--- config.mk ---
export PLATFORM = sky130hd
export DESIGN_NAME = vm_dispense_ctrl
export DESIGN_NICKNAME = d
export VERILOG_FILES = /design/src/rtl/vm_pkg.sv /design/src/rtl/vm_coin_greedy.sv /design/src/rtl/vm_dispense_ctrl.sv
export SDC_FILE = /design/constraint.sdc
export NUM_CORES = 1
export LEC_CHECK = 0
export ABC_AREA = 1
export BUFFER_PORTS_ARGS = -buffer_cell sky130_fd_sc_hd__buf_2
export CORE_MARGIN = 4
export CORE_UTILIZATION = 50
export DETAILED_ROUTE_END_ITERATION = 8
export PLACE_DENSITY_LB_ADDON = 0.25
export SLEW_MARGIN = 20
export SYNTH_ARGS = -nofsm -noshare
export SYNTH_HDL_FRONTEND = slang
export SYNTH_SLANG_ARGS = --single-unit
--- constraint.sdc ---
create_clock -name clk -period 2.15 [get_ports clk]
set_clock_uncertainty 0.05 [all_clocks]
set_input_delay 0.1075 -clock clk [delete_from_list [all_inputs] [get_ports clk]]
set_output_delay 0.1075 -clock clk [all_outputs]
set_load 0.02 [all_outputs]
--- src/rtl/vm_pkg.sv ---
// Shared constants for the vending dispense stage: coin encodings, denominations,
// state encoding and request field widths.
package vm_pkg;

  localparam int ITEM_W = 3;
  localparam int AMT_W  = 2;
  localparam int CHG_W  = 6;
  localparam int DEN_W  = 4;

  localparam logic [2:0] COIN_NONE = 3'b000;
  localparam logic [2:0] COIN_10   = 3'b100;
  localparam logic [2:0] COIN_5    = 3'b010;
  localparam logic [2:0] COIN_1    = 3'b001;

  localparam logic [DEN_W-1:0] DEN_10 = 4'd10;
  localparam logic [DEN_W-1:0] DEN_5  = 4'd5;
  localparam logic [DEN_W-1:0] DEN_1  = 4'd1;

  localparam logic [2:0] ST_IDLE  = 3'd0;
  localparam logic [2:0] ST_VEND  = 3'd1;
  localparam logic [2:0] ST_VWAIT = 3'd2;
  localparam logic [2:0] ST_CHG   = 3'd3;
  localparam logic [2:0] ST_CWAIT = 3'd4;
  localparam logic [2:0] ST_FIN   = 3'd5;
  localparam logic [2:0] ST_ERR   = 3'd6;

  typedef enum logic [2:0] {
    S_IDLE  = ST_IDLE,
    S_VEND  = ST_VEND,
    S_VWAIT = ST_VWAIT,
    S_CHG   = ST_CHG,
    S_CWAIT = ST_CWAIT,
    S_FIN   = ST_FIN,
    S_ERR   = ST_ERR
  } state_t;

endpackage

--- src/rtl/vm_coin_greedy.sv ---
// Picks the largest coin not exceeding the remaining change; nothing when the
// remainder is zero.
module vm_coin_greedy
  import vm_pkg::*;
(
  input  logic [CHG_W-1:0] rem,
  output logic [2:0]       sel,
  output logic [DEN_W-1:0] val
);

  always_comb begin
    sel = COIN_NONE;
    val = '0;
    if (rem >= CHG_W'(DEN_10)) begin
      sel = COIN_10;
      val = DEN_10;
    end else if (rem >= CHG_W'(DEN_5)) begin
      sel = COIN_5;
      val = DEN_5;
    end else if (rem != '0) begin
      sel = COIN_1;
      val = DEN_1;
    end
  end

endmodule

--- src/rtl/vm_dispense_ctrl.sv ---
// Dispense controller: motor pulses per unit, then greedy coin change, each action
// acknowledged with a timeout. Optional counters enabled by VM_DISP_STATS_EN.
module vm_dispense_ctrl
  import vm_pkg::*;
#(
  parameter int PULSE_W     = 2,
  parameter int ACK_TIMEOUT = 16,
  parameter int CNT_W       = 16
) (
  input  logic              clk,
  input  logic              rst,
  input  logic              req_valid,
  output logic              req_ready,
  input  logic [ITEM_W-1:0] req_item,
  input  logic [AMT_W-1:0]  req_amt,
  input  logic [CHG_W-1:0]  req_chg,
  output logic [ITEM_W-1:0] motor_sel,
  output logic              motor_pulse,
  input  logic              motor_done,
  output logic [2:0]        coin_eject,
  input  logic              coin_ack,
  output logic              busy,
  output logic              done,
  output logic              err
`ifdef VM_DISP_STATS_EN
  ,
  output logic [CNT_W-1:0]  stat_units,
  output logic [CNT_W-1:0]  stat_coins
`endif
);

  localparam int PCW = (PULSE_W > 1) ? $clog2(PULSE_W) : 1;
  localparam int TCW = $clog2(ACK_TIMEOUT);
  localparam logic [PCW-1:0] PULSE_LAST = PCW'(PULSE_W - 1);
  localparam logic [TCW-1:0] TO_LAST    = TCW'(ACK_TIMEOUT - 1);

  if (PULSE_W < 1 || ACK_TIMEOUT < 2 || CNT_W < 1) begin : g_param_chk
    $error("vm_dispense_ctrl: parameter out of range");
  end

  state_t            state_reg, state_next;
  logic [ITEM_W-1:0] item_reg, item_next;
  logic [AMT_W-1:0]  amt_reg, amt_next;
  logic [CHG_W-1:0]  chg_reg, chg_next;
  logic [PCW-1:0]    pcnt_reg, pcnt_next;
  logic [TCW-1:0]    tcnt_reg, tcnt_next;

  logic [2:0]        coin_sel;
  logic [DEN_W-1:0]  coin_val;
  logic [AMT_W-1:0]  amt_dec;
  logic [CHG_W-1:0]  chg_dec;

  vm_coin_greedy u_greedy (
    .rem (chg_reg),
    .sel (coin_sel),
    .val (coin_val)
  );

  assign amt_dec = amt_reg - AMT_W'(1);
  assign chg_dec = chg_reg - CHG_W'(coin_val);

  always_ff @(posedge clk) begin
    if (rst) begin
      state_reg <= S_IDLE;
      item_reg  <= '0;
      amt_reg   <= '0;
      chg_reg   <= '0;
      pcnt_reg  <= '0;
      tcnt_reg  <= '0;
    end else begin
      state_reg <= state_next;
      item_reg  <= item_next;
      amt_reg   <= amt_next;
      chg_reg   <= chg_next;
      pcnt_reg  <= pcnt_next;
      tcnt_reg  <= tcnt_next;
    end
  end

  always_comb begin
    state_next = state_reg;
    item_next  = item_reg;
    amt_next   = amt_reg;
    chg_next   = chg_reg;
    pcnt_next  = pcnt_reg;
    tcnt_next  = tcnt_reg;
    case (state_reg)
      S_IDLE: begin
        if (req_valid) begin
          item_next = req_item;
          amt_next  = req_amt;
          chg_next  = req_chg;
          pcnt_next = '0;
          if (req_amt != '0)      state_next = S_VEND;
          else if (req_chg != '0) state_next = S_CHG;
          else                    state_next = S_FIN;
        end
      end
      S_VEND: begin
        if (pcnt_reg == PULSE_LAST) begin
          state_next = S_VWAIT;
          tcnt_next  = '0;
        end else begin
          pcnt_next = pcnt_reg + PCW'(1);
        end
      end
      // The ack is checked before the timeout so a late ack on the last cycle wins.
      S_VWAIT: begin
        if (motor_done) begin
          amt_next  = amt_dec;
          pcnt_next = '0;
          if (amt_dec != '0)      state_next = S_VEND;
          else if (chg_reg != '0) state_next = S_CHG;
          else                    state_next = S_FIN;
        end else if (tcnt_reg == TO_LAST) begin
          state_next = S_ERR;
        end else begin
          tcnt_next = tcnt_reg + TCW'(1);
        end
      end
      S_CHG: begin
        state_next = S_CWAIT;
        tcnt_next  = '0;
      end
      S_CWAIT: begin
        if (coin_ack) begin
          chg_next = chg_dec;
          if (chg_dec != '0) state_next = S_CHG;
          else               state_next = S_FIN;
        end else if (tcnt_reg == TO_LAST) begin
          state_next = S_ERR;
        end else begin
          tcnt_next = tcnt_reg + TCW'(1);
        end
      end
      S_FIN:   state_next = S_IDLE;
      S_ERR:   state_next = S_ERR;
      default: state_next = S_IDLE;
    endcase
  end

  assign req_ready   = (state_reg == S_IDLE);
  assign busy        = !req_ready;
  assign done        = (state_reg == S_FIN);
  assign err         = (state_reg == S_ERR);
  assign motor_pulse = (state_reg == S_VEND);
  assign coin_eject  = (state_reg == S_CHG) ? coin_sel : COIN_NONE;
  assign motor_sel   = busy ? item_reg : '0;

`ifdef VM_DISP_STATS_EN
  logic [1:0] stat_inc;
  assign stat_inc[0] = (state_reg == S_VWAIT) && motor_done;
  assign stat_inc[1] = (state_reg == S_CWAIT) && coin_ack;

  genvar gi;
  for (gi = 0; gi < 2; gi++) begin : g_stat
    logic [CNT_W-1:0] cnt_reg;
    always_ff @(posedge clk) begin
      if (rst)                                cnt_reg <= '0;
      else if (stat_inc[gi] && cnt_reg != '1) cnt_reg <= cnt_reg + CNT_W'(1);
    end
  end

  assign stat_units = g_stat[0].cnt_reg;
  assign stat_coins = g_stat[1].cnt_reg;
`endif

endmodule

# Yosys cells after proc, flatten, opt, wreduce, memory -nomap -nowiden

Cells that the tools add are included.

$add $sub $neg: 4
Order comparisons: 2
Equality and inequality tests: 13
Mux-type cells: 34
Reductions and logical operators: 17

Operators with widths:

| cell                                                                                | count |
|---|---|
| 3-bit 2-to-1 mux                                                                    | 14 |
| 4-bit 2-to-1 mux                                                                    | 6 |
| 3-bit one-hot mux with 6 select lines                                               | 1 |
| 6-bit nonzero test                                                                  | 3 |
| 4-bit one-hot mux with 4 select lines                                               | 1 |
| 6-bit 2-to-1 mux                                                                    | 2 |
| 6-bit one-hot mux with 2 select lines                                               | 1 |
| 2-bit inequality test, second input constant                                        | 5 |
| 3-bit == test, second input constant                                                | 3 |
| 3-bit AND reduction                                                                 | 3 |
| 2-bit nonzero test                                                                  | 4 |
| 3-bit by 2-bit == test with 1-bit output, second input constant                     | 2 |
| 6-bit by 3-bit greater-or-equal comparator with 1-bit output, second input constant | 1 |
| 6-bit by 4-bit greater-or-equal comparator with 1-bit output, second input constant | 1 |
| 6-bit by 4-bit subtractor with 6-bit output                                         | 1 |
| 1-bit 2-to-1 mux                                                                    | 5 |
| 4-bit by 1-bit adder with 4-bit output, second input constant                       | 1 |
| 4-bit == test, second input constant                                                | 1 |
| 2-bit 2-to-1 mux                                                                    | 2 |
| 2-bit one-hot mux with 2 select lines                                               | 1 |
| 2-bit AND reduction                                                                 | 2 |
| 4-bit AND reduction                                                                 | 1 |
| 4-bit nonzero test                                                                  | 1 |
| 3-bit by 1-bit == test with 1-bit output, second input constant                     | 1 |
| other kinds (7)                                                                     | 7 |

Register bits: 19
Input port bits: 16
Output and inout port bits: 11
Logic and storage cells: 76

# Longest topological paths before layout

Depth in word-level cells: 9
Depth in mapped cells: 20
Depth with buffers taken out: 20

# Modules after synthesis

Synthesis repeated with hierarchy kept, for this count alone.

Cell total of the unflattened synthesis: 247
Area total of the unflattened synthesis: 1511.4 µm²

By module, submodules not included:

| module           | instances | cells an instance | area an instance (µm²) | seq. area each (µm²) |
|---|---|---|---|---|
| vm_dispense_ctrl | 1         | 220               | 1391.3                 | 380.4 |
| vm_coin_greedy   | 1         | 27                | 120.1                  | 0.0 |

# Least setup slack after synthesis

No wires, ideal clock.

Kind: register -> register
From: register chg_reg[1]
To: register state_reg[2]
Library setup time: 0.063 ns
Data arrival time: 2.071 ns
Required time: 2.037 ns
Setup slack: -0.034 ns
Stages on the path, launching flop included: 19
Buffers on the path: 0
Period minus slack after synthesis: 2.184 ns
Cells stage by stage: dfxtp_1 > inv_1 > nand2_1 > nand2_1 > nand2_1 > nand2_1 > ha_1 > inv_1 > nor3_1 > nand4_2 > nand3_1 > nand2_1 > nor2_2 > nand3_1 > nand2_1 > nand2_1 > nand2_1 > nand2_1 > nor2_2

Cells in the longest elaborated chain, start to end: 9
Elaborated cells on any way between the ends: 14
Classes of those cells: add/sub: 1; order compare: 2; mux: 9; reduce/logical: 2

RTL lines:

| what                                                                                                 | RTL line               | source |
|---|---|---|
| start: declaration                                                                                   | vm_dispense_ctrl.sv:44 | `logic [CHG_W-1:0] chg_reg, chg_next;` |
| start signal: assignment                                                                             | vm_dispense_ctrl.sv:74 | `chg_reg <= chg_next;` |
| branches (longest 8 deep; another with 6-bit by 3-bit greater-or-equal comparator with 1-bit output) | n/a                    |  |
| 3-bit one-hot mux with 6 select lines *                                                              | vm_dispense_ctrl.sv:87 | `case (state_reg)` |
| end signal: assignment                                                                               | vm_dispense_ctrl.sv:71 | `state_reg <= state_next;` |
| end: declaration                                                                                     | vm_dispense_ctrl.sv:41 | `state_t state_reg, state_next;` |

Every way passes the cells marked *.
A chain may end at the register's enable or synchronous reset.

# Worst setup path after layout

From: register chg_reg[3]
To: register state_reg[2]

Same word-level chain as after synthesis.

==> results.toml <==
[outcome]
status = "completed"

[yosys]
syn_inst = 228
syn-cell-area_um2 = 1434
synth_most_common_cell = "nand2_1"
syn_nets = 250
async_flop_share = 0
synth.yosys.seq_area_share = 0.2653
avgSynthCellArea_um2 = 6.289
netlist_top_cells_area = "dfxtp_1 (27%), nand2_1 (12%), inv_1 (9.4%), nor2_1 (6.5%), a21oi_1 (5.2%)"
synth_area_leader_cell = "dfxtp_1"
synth_edf_count = 0
yosysTopAreaCellShare = 0.2653
synth.distinct_cells = 29
yosys-top-cells-count = "nand2_1 (44), inv_1 (36), nor2_1 (25), dfxtp_1 (19), a21oi_1 (15)"
ys_ff_latch = 19
synth_flop_cell = "dfxtp_1"
ys.warnings.count = 0

[clocking]
clkTransAtPathRegs_ns = 0.10
cts_tree = "done"
cts-htree-levels = 1
cts.sinks = 19
clk_path_buf_depth = 2
root_buffer = "clkbuf_4"
cts_made_buffers = 3
clkLatencyLatePin_ns = 0.29

[die]
core_um2 = 2758
floorplan.initialDensity = 0.5200
dieArea_um2 = 3788
dieWidth_um = 61.55
die_y_um = 61.55
num_rows = 19
num_io_pins = 27

[route]
drt-wirelength-per-cell_um = 12.02
vias_per_cell = 5.128
first_pass_iters = 4
drt-initial-drc-count = 81
ant_nets = 0
wl_um = 3750
vias = 1600
drc = 0

[sta]
whs_ns = 0.03034
slew_headroom = 0.8022
finalCritPeriodShare = 0.9960
finalHoldViolations = 0
setup_viol = 0
rsz0062_at_grt = "yes"
maxSlewViolCount = 0
tightest_slew_ns = 0.2964
final.min_clock_period_ns = 2.141
clock.fmax_mhz = 467.0

[setup_path]
max_stage_delay_ns = 0.39
cp.required_ns = 2.34
critical-path-top-delay-family = "simple AND/OR/NAND/NOR gates"
crit_chain = "or2_4, nor3_4, inv_2, nand2_2, inv_2, ha_1, nand3_1, nand2_1, nor2_2, nand2_1, nor2_2, nand3_1, nand2_1, nand2_1, nand2_1, nand2_1, nor2_2"
path_buf_inv = 2
r2r_setup_slack_ns = 0.009
cpMostUsedCell = "nand2_1"
cp-start-kind = "flip-flop"
cpMaxStageDelayCell = "dfxtp_4"
cp.arrival_ns = 2.33
critPathKind = "flip-flop to flip-flop"
endpoint_kind = "flip-flop"
cp_max_fo = 5

[grt]
grt_pass1_vias = 1373
grt-ovfl-total = 0
grt_max_degree = 12
antenna_found_initial = 0
grt_first_pass_wirelength_um = 5775
grt_use_total = 0.2029

[finish]
fin_nets = 304
largest_reg_flops = 6
layout.cells.non_filler = 312
drive_above_1_share = 0.3986
area_growth_pct = 35.60
fill_cells = 253
diodes = 0

[power]
finalPower_mw = 2.941
power_density_nw_per_um2 = 1513
ir_drop_v = 0.001112
p_leak_nw = 0.9438

[placement]
io_buffers = 26
gp_congestion = 0.8705
dp_hpwl_um = 2982
dp_cells = 305

[flow_run]
cap_viol_max_count = 0

[worst_hold_path]
hold_class = "input port to flip-flop"
worst min-delay path, stage by stage:
cell and delay (ns):
buf_2 0.11, nand2_1 0.05, a31oi_1 0.07
routing by layer:
layer	global-route usage	share of wire	vias up
met5	0	0	-
met4	0.03636	0.0067	0
met3	0.04822	0.041	4
met2	0.3528	0.53	34
met1	0.2566	0.42	709
li1	-	-	853
metrics by stage:
step           setup TNS (ns)  instance area, um2  utilization  worst slack (ns)
2_1_floorplan               0                1438            -          0.002534
6_report                    0                1944       0.7051          0.008580
5_1_grt               -0.3463                1944       0.7051           -0.1952
3_5_place_dp          -0.4045                1760       0.6384           -0.2216
4_1_cts                     0                1833       0.6647          0.006597
3_3_place_gp          -0.2400                1760       0.6384           -0.1539
final cells by class:
type                       instances  area, um2  share of cell area
clock inverter                     1      5.005            0.002574
clock buffer                       3      22.52             0.01158
inverter                          43      171.4             0.08816
sequential                        19      396.6              0.2040
timing repair buffer              50      310.3              0.1596
multi-input combinational        165      999.7              0.5142
tap                               31      38.79             0.01995
kinds of logic (layout without fill, tap and decap cells):
group / after synthesis / after routing / synth area share
simple gates: 114 / 114 / 0.3787
compound gates: 44 / 44 / 0.1824
buf+inv: 44 / 97 / 0.1152
flops: 19 / 19 / 0.2653
fa+ha+maj: 6 / 6 / 0.05235
xor+xnor: 1 / 1 / 0.006109
report_power, final:
group	total (mW)	switching [mW]	internal (mW)
combinational	2.19	1.25	0.941
clock	0.174	0.105	0.0692
sequential	0.580	0.102	0.478
total	2.94	1.45	1.49
final timing paths:
kind                from           end  cells after the start
min           req_chg[2]    chg_reg[2]                      3
min reg2reg  item_reg[1]   item_reg[1]                      2
max           chg_reg[3]  state_reg[2]                     17
max reg2reg   chg_reg[3]  state_reg[2]                     17
cell usage in the layout, fill, tap and decap left out, types with 5 or more instances in the layout:
cell type / netlist / final
a21oi_1: 15 / 15
nor3_1: 7 / 5
nand3_1: 11 / 10
inv_1: 36 / 29
nand2_2: 9 / 14
buf_2: 0 / 26
dfxtp_1: 19 / 14
nand2_1: 44 / 37
nor2_1: 25 / 23
inv_2: 6 / 9
o21ai_0: 12 / 12
a31oi_1: 6 / 6
buf_4: 0 / 24
repair_timing:
action | in CTS | in global routing
endpoints found under the setup margin | 4 | 4
gates resized for setup | 13 | 29
pin swaps | 3 | 19
setup buffers | 0 | 3
hold buffers | 0 | 0
Note: power is estimated with default switching activity, not from simulation.
